File: src/rtl/digit_feature_classifier_if.sv
// Digit code stream: one classified digit per handshake, row-major order.
//   digit_valid  code/idx presented (held until accepted)
//   digit_ready  sink accepts when valid & ready
//   digit_code   0-9, or 4'hF for an unrecognised feature pattern
//   digit_idx    r*num_col + c of the presented code
interface digit_feature_classifier_if;
    logic       digit_valid;
    logic       digit_ready;
    logic [3:0] digit_code;
    logic [5:0] digit_idx;

    modport master (output digit_valid, digit_code, digit_idx, input digit_ready);
    modport slave  (input digit_valid, digit_code, digit_idx, output digit_ready);
endinterface

File: src/rtl/digit_feature_classifier.sv
// Multi-digit recogniser: loads digit borders from the row/column projection
// RAMs, extracts crossing features during one frame scan, classifies each
// digit and streams the codes, then publishes a packed result word.
//   clk, rst_n                  clock, async active-low reset
//   feat_start, num_row/num_col job start and digit grid size
//   row/col_border_addr/data    border RAM ports (1-cycle read latency)
//   frame_start/end, pix_valid, xpos, ypos, monoc   pixel stream
//   dig                         digit code stream (valid/ready)
//   result, result_valid        packed codes (idx0 in [3:0]), update pulse
//   busy                        high whenever the FSM is not idle
module digit_feature_classifier #(
    parameter  int unsigned MAX_ROW = 2,
    parameter  int unsigned MAX_COL = 4,
    parameter  int unsigned XW      = 11,
    localparam int unsigned NUM_W   = MAX_ROW * MAX_COL * 4
) (
    input  logic                      clk,
    input  logic                      rst_n,
    input  logic                      feat_start,
    input  logic [3:0]                num_row,
    input  logic [3:0]                num_col,
    output logic [XW-1:0]             row_border_addr,
    input  logic [XW-1:0]             row_border_data,
    output logic [XW-1:0]             col_border_addr,
    input  logic [XW-1:0]             col_border_data,
    input  logic                      frame_start,
    input  logic                      frame_end,
    input  logic                      pix_valid,
    input  logic [XW-1:0]             xpos,
    input  logic [XW-1:0]             ypos,
    input  logic                      monoc,
    digit_feature_classifier_if.master dig,
    output logic [NUM_W-1:0]          result,
    output logic                      result_valid,
    output logic                      busy
);
    localparam int unsigned PW = XW + 7;
    localparam int unsigned RW = (MAX_ROW > 1) ? $clog2(MAX_ROW) : 1;
    localparam int unsigned CW = (MAX_COL > 1) ? $clog2(MAX_COL) : 1;

    localparam logic [2:0] IDLE = 3'd0;
    localparam logic [2:0] LOAD = 3'd1;
    localparam logic [2:0] ARM  = 3'd2;
    localparam logic [2:0] SCAN = 3'd3;
    localparam logic [2:0] EMIT = 3'd4;

    logic [2:0]       state, state_nxt;
    logic [3:0]       nr, nc;
    logic [4:0]       ld_cnt;
    logic [XW-1:0]    row_top [MAX_ROW];
    logic [XW-1:0]    row_bot [MAX_ROW];
    logic [XW-1:0]    y1 [MAX_ROW];
    logic [XW-1:0]    y2 [MAX_ROW];
    logic [XW-1:0]    col_l [MAX_COL];
    logic [XW-1:0]    col_r [MAX_COL];
    logic [XW-1:0]    cent [MAX_COL];
    logic [1:0]       ycnt [MAX_ROW][MAX_COL];
    logic [3:0]       xf [MAX_ROW][MAX_COL];   // {x1_l, x1_r, x2_l, x2_r}
    logic             vprev [MAX_COL];
    logic             have_last, last_mono;
    logic [XW-1:0]    last_y;
    logic [RW-1:0]    er;
    logic [CW-1:0]    ec;
    logic [NUM_W-1:0] res_acc;

    // Job sizing and handshake decode
    logic [3:0]       nr_in_c, nc_in_c;
    logic [4:0]       ld_len_c, cap_c;
    logic [6:0]       total_c;
    logic             accept_c, last_c, col_wrap_c, fall_h_c;
    logic [RW-1:0]    er_nxt_c;
    logic [CW-1:0]    ec_nxt_c;
    logic [3:0]       code_first_c, code_next_c;
    logic [NUM_W-1:0] res_wr_c;

    assign nr_in_c    = (num_row > 4'(MAX_ROW)) ? 4'(MAX_ROW) : num_row;
    assign nc_in_c    = (num_col > 4'(MAX_COL)) ? 4'(MAX_COL) : num_col;
    assign ld_len_c   = ({nr, 1'b0} > {nc, 1'b0}) ? {nr, 1'b0} : {nc, 1'b0};
    assign cap_c      = ld_cnt - 5'd1;
    assign total_c    = 7'(nr) * 7'(nc);
    assign accept_c   = dig.digit_valid & dig.digit_ready;
    assign last_c     = (7'(dig.digit_idx) + 7'd1 == total_c);
    assign col_wrap_c = (4'(ec) + 4'd1 == nc);
    // On the last digit the successor is never used; stay on the current one
    assign er_nxt_c   = (last_c || !col_wrap_c) ? er : er + RW'(1);
    assign ec_nxt_c   = last_c ? ec : (col_wrap_c ? '0 : ec + CW'(1));
    assign fall_h_c   = have_last && (last_y == ypos) && last_mono && !monoc;

    function automatic logic [3:0] classify(input logic [1:0] yc, input logic [3:0] x);
        case ({yc, x})
            6'b10_1111: return 4'd0;
            6'b01_1010: return 4'd1;
            6'b11_0110: return 4'd2;
            6'b11_0101: return 4'd3;
            6'b10_1110: return 4'd4;
            6'b11_1001: return 4'd5;
            6'b11_1011: return 4'd6;
            6'b10_0110: return 4'd7;
            6'b11_1111: return 4'd8;
            6'b11_1101: return 4'd9;
            default:    return 4'hF;
        endcase
    endfunction

    assign code_first_c = classify(ycnt[0][0], xf[0][0]);
    assign code_next_c  = classify(ycnt[er_nxt_c][ec_nxt_c], xf[er_nxt_c][ec_nxt_c]);

    // Result word including the code being accepted this cycle
    always_comb begin
        res_wr_c = res_acc;
        res_wr_c[4*int'(dig.digit_idx) +: 4] = dig.digit_code;
    end

    // Next-state logic
    always_comb begin
        state_nxt = state;
        case (state)
            IDLE: if (feat_start && nr_in_c != 4'd0 && nc_in_c != 4'd0) state_nxt = LOAD;
            LOAD: if (ld_cnt == ld_len_c + 5'd2) state_nxt = ARM;
            ARM:  if (frame_start) state_nxt = SCAN;
            SCAN: if (frame_end) state_nxt = EMIT;
            EMIT: if (accept_c && last_c) state_nxt = IDLE;
            default: state_nxt = IDLE;
        endcase
    end

    // State register
    always_ff @(posedge clk or negedge rst_n) begin
        if (!rst_n) state <= IDLE;
        else        state <= state_nxt;
    end

    // Datapath: border load, feature extraction, code emission
    always_ff @(posedge clk or negedge rst_n) begin
        if (!rst_n) begin
            nr <= '0; nc <= '0; ld_cnt <= '0;
            row_border_addr <= '0; col_border_addr <= '0;
            have_last <= 1'b0; last_mono <= 1'b0; last_y <= '0;
            er <= '0; ec <= '0; res_acc <= '1;
            dig.digit_valid <= 1'b0; dig.digit_code <= '0; dig.digit_idx <= '0;
            result <= '1; result_valid <= 1'b0; busy <= 1'b0;
            for (int r = 0; r < int'(MAX_ROW); r++) begin
                row_top[r] <= '0; row_bot[r] <= '0; y1[r] <= '0; y2[r] <= '0;
                for (int c = 0; c < int'(MAX_COL); c++) begin
                    ycnt[r][c] <= '0; xf[r][c] <= '0;
                end
            end
            for (int c = 0; c < int'(MAX_COL); c++) begin
                col_l[c] <= '0; col_r[c] <= '0; cent[c] <= '0; vprev[c] <= 1'b1;
            end
        end else begin
            result_valid <= 1'b0;
            busy         <= (state_nxt != IDLE);
            case (state)
                IDLE: if (feat_start) begin
                    nr <= nr_in_c; nc <= nc_in_c; ld_cnt <= '0;
                    row_border_addr <= '0; col_border_addr <= '0;
                    if (nr_in_c == 4'd0 || nc_in_c == 4'd0) begin
                        result <= '1; result_valid <= 1'b1;
                    end
                end
                LOAD: begin
                    ld_cnt <= ld_cnt + 5'd1;
                    if (ld_cnt + 5'd1 < {nr, 1'b0}) row_border_addr <= XW'(ld_cnt + 5'd1);
                    if (ld_cnt + 5'd1 < {nc, 1'b0}) col_border_addr <= XW'(ld_cnt + 5'd1);
                    if (ld_cnt == 5'd0) begin
                        for (int r = 0; r < int'(MAX_ROW); r++)
                            for (int c = 0; c < int'(MAX_COL); c++) begin
                                ycnt[r][c] <= '0; xf[r][c] <= '0;
                            end
                    end else if (ld_cnt <= ld_len_c) begin
                        // Data for the address issued one cycle earlier
                        if (cap_c < {nr, 1'b0}) begin
                            if (cap_c[0]) row_bot[RW'(cap_c[4:1])] <= row_border_data;
                            else          row_top[RW'(cap_c[4:1])] <= row_border_data;
                        end
                        if (cap_c < {nc, 1'b0}) begin
                            if (cap_c[0]) col_r[CW'(cap_c[4:1])] <= col_border_data;
                            else          col_l[CW'(cap_c[4:1])] <= col_border_data;
                        end
                    end else if (ld_cnt == ld_len_c + 5'd1) begin
                        // Scan lines at ~0.41 and ~0.67 of the digit height
                        for (int r = 0; r < int'(MAX_ROW); r++) begin
                            y1[r] <= XW'((PW'(row_bot[r]) * PW'(26) + PW'(row_top[r]) * PW'(38)) >> 6);
                            y2[r] <= XW'((PW'(row_bot[r]) * PW'(43) + PW'(row_top[r]) * PW'(21)) >> 6);
                        end
                        for (int c = 0; c < int'(MAX_COL); c++)
                            cent[c] <= XW'((PW'(col_l[c]) + PW'(col_r[c])) >> 1);
                    end
                end
                ARM: if (frame_start) begin
                    have_last <= 1'b0;
                    for (int c = 0; c < int'(MAX_COL); c++) vprev[c] <= 1'b1;
                end
                SCAN: begin
                    if (pix_valid) begin
                        have_last <= 1'b1; last_mono <= monoc; last_y <= ypos;
                        for (int r = 0; r < int'(MAX_ROW); r++)
                            for (int c = 0; c < int'(MAX_COL); c++)
                                if (4'(r) < nr && 4'(c) < nc &&
                                    ypos >= row_top[r] && ypos <= row_bot[r] &&
                                    xpos >= col_l[c] && xpos <= col_r[c]) begin
                                    if (fall_h_c && ypos == y1[r]) begin
                                        if (xpos <= cent[c]) xf[r][c][3] <= 1'b1;
                                        else                 xf[r][c][2] <= 1'b1;
                                    end
                                    if (fall_h_c && ypos == y2[r]) begin
                                        if (xpos <= cent[c]) xf[r][c][1] <= 1'b1;
                                        else                 xf[r][c][0] <= 1'b1;
                                    end
                                    // Centre column: count white->black, top line sees white above
                                    if (xpos == cent[c]) begin
                                        if (!monoc && (ypos == row_top[r] || vprev[c]) &&
                                            ycnt[r][c] != 2'd3)
                                            ycnt[r][c] <= ycnt[r][c] + 2'd1;
                                        vprev[c] <= monoc;
                                    end
                                end
                    end
                    if (frame_end) begin
                        dig.digit_valid <= 1'b1; dig.digit_code <= code_first_c;
                        dig.digit_idx <= '0; er <= '0; ec <= '0; res_acc <= '1;
                    end
                end
                EMIT: if (accept_c) begin
                    res_acc <= res_wr_c;
                    if (last_c) begin
                        dig.digit_valid <= 1'b0;
                        result <= res_wr_c; result_valid <= 1'b1;
                    end else begin
                        er <= er_nxt_c; ec <= ec_nxt_c;
                        dig.digit_idx  <= dig.digit_idx + 6'd1;
                        dig.digit_code <= code_next_c;
                    end
                end
                default: ;
            endcase
        end
    end
endmodule
File: src/flat_wrapper.sv
// flat-port wrapper written by rule: the top's interface ports become plain ports
module digit_feature_classifier_flat 
#(
    parameter  int unsigned MAX_ROW = 2,
    parameter  int unsigned MAX_COL = 4,
    parameter  int unsigned XW      = 11,
    localparam int unsigned NUM_W   = MAX_ROW * MAX_COL * 4
)
  (clk, rst_n, feat_start, num_row, num_col, row_border_addr, row_border_data, col_border_addr, col_border_data, frame_start, frame_end, pix_valid, xpos, ypos, monoc, result, result_valid, busy, dig_digit_valid, dig_digit_code, dig_digit_idx, dig_digit_ready);
  digit_feature_classifier_if dig_i ();
  input  logic clk;
  input  logic rst_n;
  input  logic feat_start;
  input  logic [3:0] num_row;
  input  logic [3:0] num_col;
  output logic [XW-1:0] row_border_addr;
  input  logic [XW-1:0] row_border_data;
  output logic [XW-1:0] col_border_addr;
  input  logic [XW-1:0] col_border_data;
  input  logic frame_start;
  input  logic frame_end;
  input  logic pix_valid;
  input  logic [XW-1:0] xpos;
  input  logic [XW-1:0] ypos;
  input  logic monoc;
  output logic [NUM_W-1:0] result;
  output logic result_valid;
  output logic busy;
  output wire logic [$bits(dig_i.digit_valid)-1:0] dig_digit_valid;
  output wire logic [$bits(dig_i.digit_code)-1:0] dig_digit_code;
  output wire logic [$bits(dig_i.digit_idx)-1:0] dig_digit_idx;
  input wire logic [$bits(dig_i.digit_ready)-1:0] dig_digit_ready;
  assign dig_digit_valid = dig_i.digit_valid;
  assign dig_digit_code = dig_i.digit_code;
  assign dig_digit_idx = dig_i.digit_idx;
  assign dig_i.digit_ready = dig_digit_ready;
  digit_feature_classifier #(.MAX_ROW(MAX_ROW), .MAX_COL(MAX_COL), .XW(XW)) u_core (.clk(clk), .rst_n(rst_n), .feat_start(feat_start), .num_row(num_row), .num_col(num_col), .row_border_addr(row_border_addr), .row_border_data(row_border_data), .col_border_addr(col_border_addr), .col_border_data(col_border_data), .frame_start(frame_start), .frame_end(frame_end), .pix_valid(pix_valid), .xpos(xpos), .ypos(ypos), .monoc(monoc), .dig(dig_i), .result(result), .result_valid(result_valid), .busy(busy));
endmodule
File: config.mk
export PLATFORM = sky130hd
export DESIGN_NAME = digit_feature_classifier_flat
export DESIGN_NICKNAME = d
export VERILOG_FILES = /design/src/rtl/digit_feature_classifier_if.sv /design/src/rtl/digit_feature_classifier.sv /design/src/flat_wrapper.sv
export SDC_FILE = /design/constraint.sdc
export NUM_CORES = 2
export LEC_CHECK = 0
export BUFFER_PORTS_ARGS = -buffer_cell sky130_fd_sc_hd__buf_2
export CAP_MARGIN = 30
export CORE_MARGIN = 3
export CORE_UTILIZATION = 55
export DETAILED_ROUTE_END_ITERATION = 10
export PLACE_DENSITY_LB_ADDON = 0.05
export SKIP_LAST_GASP = 1
export SYNTH_ARGS = -nofsm -noshare
export SYNTH_HDL_FRONTEND = slang
export SYNTH_SLANG_ARGS = --single-unit
File: constraint.sdc
create_clock -name clk -period 6.2 [get_ports clk]
set_input_delay 0.93 -clock clk [delete_from_list [all_inputs] [get_ports clk]]
set_output_delay 0.93 -clock clk [all_outputs]
set_load 0.01 [all_outputs]
==> results.cfg <==
[outcome]
result_of_the_run = complete, no violations

[yosys]
async_reset_ff_share_pct = 100.0
number_of_register_bits_inferred_by_synthesis = 393
netlist-cell-type-count = 84
synth-seq-area-share_pct = 30.09
syn-cell-area_sq_um = 32970
synth_top_area_cell = sky130_fd_sc_hd__dfrtp_1
syn_area_per_cell_sq_um = 9.203
netlist_instances = 3582
synth_ff_type = sky130_fd_sc_hd__dfrtp_1
synthTopCellsByArea = sky130_fd_sc_hd__dfrtp_1 (25%), sky130_fd_sc_hd__ha_1 (19%), sky130_fd_sc_hd__fa_1 (7.8%)
synth_enable_flop_cells = 0
yosys_warnings = 0
synthDominantCellAreaShare_pct = 24.67

[critical_path]
rr_worst_depth = 20
critical_path.max_fanout = 9
timing.reg2reg.setup_slack_ps = 350
worst_setup_path_start_kind = flop
rr_startpoint = u_core.nr[1]
crit_path_end = u_core.dig.digit_code[3]
worstReg2RegEnd = u_core.dig.digit_code[3]
critPathCaptureType = flop
timing_worst_setup_path_type = reg2reg
worst_ep_required_time_ps = 6660
cp.arrival_ps = 6310
cp-startpoint = u_core.nr[1]

[clock_network]
cts.root.buffer_cell = sky130_fd_sc_hd__clkbuf_16
cts.sinks = 393
clock_insertion_delay_worst_skew_ps = 600
clkTransAtPathRegs_ps = 60
tritoncts = built
buffer_depth_of_the_longest_clock_path = 3
numCtsBuffers = 48
htree_levels = 2

[sta]
drv_slew = 0
setup_tns_ps = 0
finalHoldViolCount = 0
rsz_0062_raised_after_global_routing = false
finalCriticalPeriod_ps = 5852
timing.final.setup_violations = 0
worst_slew_pin_slew_ps = 1006
timing.final.crit_share_pct = 94.38
max_slew_margin_pct = 32.67
fmax_mhz = 170.9
finalClockSkew_ps = 27.52

[global_routing]
maximum_number_of_pins_on_one_net_before_global_route_repair = 104
gr_ovfl_total = 0
grt_pass1_wl_mm = 142.8
first_global_vias = 27070
gr-usage-all-layers_pct = 28.39
antenna_violations_before_repair = 0

[place]
buffer_ports.inserted = 116
routabilityCongestion = 0.9118
hpwlAfterDp_mm = 67.95

[layout]
layout-drive-gt1-share_pct = 11.42
antenna_cells_inserted = 0
layout.cells.most_common_list = sky130_fd_sc_hd__ha_1 (492), sky130_fd_sc_hd__inv_1 (486), sky130_fd_sc_hd__dfrtp_1 (325), sky130_fd_sc_hd__nand2_1 (315), sky130_fd_sc_hd__o21ai_0 (290)
n_fill_cell = 5117
design.final.nets = 4354
post-route-util_pct = 61.23
area_delta_synth_final_pct = 9.826
most_common_cell_after_layout_fill_and_taps_aside = sky130_fd_sc_hd__ha_1

[floorplanning]
core_region_area_sq_um = 59130
io_pins = 127
effective_utilization_at_floorplan_pct = 55.75
die_width_um = 250.8
die_h_um = 250.8
floorplan.die_area_sq_um = 62910
placement_rows = 89

[detailed_routing]
wl_per_cell_um = 19.72
route.vias.total = 25850
drtAntennaViolNets = 0
post-route-drc-count = 0
drt_first_iter_violations = 1322
drtPass1Iterations = 5
route.detailed.vias_per_inst = 5.762
routed_wl_mm = 88.45

[run]
maxCapViolCount = 0

[worst_hold_path]
worst_hold_path_type = in2async
-- metrics by stage --
step	cell area (sq um)	instances	hold WS (ps)	setup slack, ps
after floorplan	33000	3591	444.4	828.8
after global placement	34360	4390	463.4	224.0
after detailed placement	34380	4391	470.1	18.90
after CTS	36150	4481	349.7	121.2
after global routing	36200	4486	383.7	9.934
final	36200	4486	331.2	348.5
-- cells in the mapped netlist (all sizes together), types with 34 or more instances --
cell type / number
o21a: 88
a21o: 46
nor3: 46
xnor2: 117
nand4: 36
a21oi: 153
dfrtp: 325
mux2i: 44
ha: 492
fa: 128
o21ai: 295
nor2: 203
clkbuf: 103
dfstp: 68
a31oi: 42
nand2b: 34
mux2: 79
o21bai: 38
nand2: 315
nand3: 66
inv: 488
nor2b: 47
xor2: 75
-- timing repair --
action,CTS,global route
hold buffers,0,0
pin swaps,2,1
resized for setup,0,4
setup endpoints to repair,2,5
buffers inserted,1,4
-- kinds of logic (layout without fill, tap and decap cells) --
kind of cell / Yosys count / count (layout) / share of synthesized area (%)
simple gates: 834 / 834 / 11.68
compound gates: 802 / 802 / 15.29
fa+ha+maj: 620 / 620 / 26.45
buf+inv: 615 / 737 / 7.200
flops: 393 / 393 / 30.09
xor+xnor: 194 / 194 / 5.238
mux: 123 / 123 / 4.046
other cells: 1 / 10 / 0.01138
-- how the worst min path moves through the flow --
stage                       endpoint  slack, ps  depth (start not counted)
global route        u_core.col_r[13]        380                          1
floorplan              u_core.xf[24]        440                          2
global placement     u_core.cent[30]        460                          2
detailed placement   u_core.cent[29]        470                          2
CTS                  u_core.cent[11]        350                          1
finish              u_core.col_r[13]        330                          1
-- registers in the layout, indices dropped and copies added, names as in the netlist, 11 cells and up --
name and flops:
u_core.col_l 44, u_core.res_acc 32, u_core.last_y 11, u_core.y1 22, u_core.col_r 44, u_core.result 32
u_core.row_bot 22, u_core.cent 44, u_core.row_top 22, u_core.y2 22, u_core.xf 32, u_core.ycnt 16
-- metal layers --
metal,track usage (%),wire length (um),vias up
met3,3.880,4214,154
met4,9.152,2523,0
met5,0,0,-
met1,37.44,39170,12750
li1,-,-,12370
met2,48.59,42540,584
-- area by class of cell --
class	count	area, sq um	area share (%)
clock inverter	29	412.9	1.140
tap	773	967.2	2.671
sequential	393	9920	27.40
timing repair buffer	160	983.4	2.716
clock buffer	60	1349	3.725
inverter	488	1832	5.059
multi-input combinational	2583	20740	57.29
-- worst max-delay path, cell delays in order (launching register included) --
cell                        delay [ps]
sky130_fd_sc_hd__dfrtp_1           430
sky130_fd_sc_hd__inv_1             230
sky130_fd_sc_hd__nor2_1             90
sky130_fd_sc_hd__fa_1              520
sky130_fd_sc_hd__inv_1              60
sky130_fd_sc_hd__fa_1              520
sky130_fd_sc_hd__fa_1              480
sky130_fd_sc_hd__xnor3_1           360
sky130_fd_sc_hd__xnor2_1           170
sky130_fd_sc_hd__nor4_4            340
sky130_fd_sc_hd__o211ai_2          290
sky130_fd_sc_hd__mux2i_1           670
sky130_fd_sc_hd__o2111ai_1         220
sky130_fd_sc_hd__nand2_1           130
sky130_fd_sc_hd__a222oi_1           80
sky130_fd_sc_hd__buf_4             170
sky130_fd_sc_hd__or2_2             290
sky130_fd_sc_hd__a21oi_1           130
sky130_fd_sc_hd__o21ai_1            80
sky130_fd_sc_hd__o21a_1            150
sky130_fd_sc_hd__o31a_1            290
Power is not shown: default switching activity piles up to over one toggle a cycle in this logic, so the estimate is an artifact.
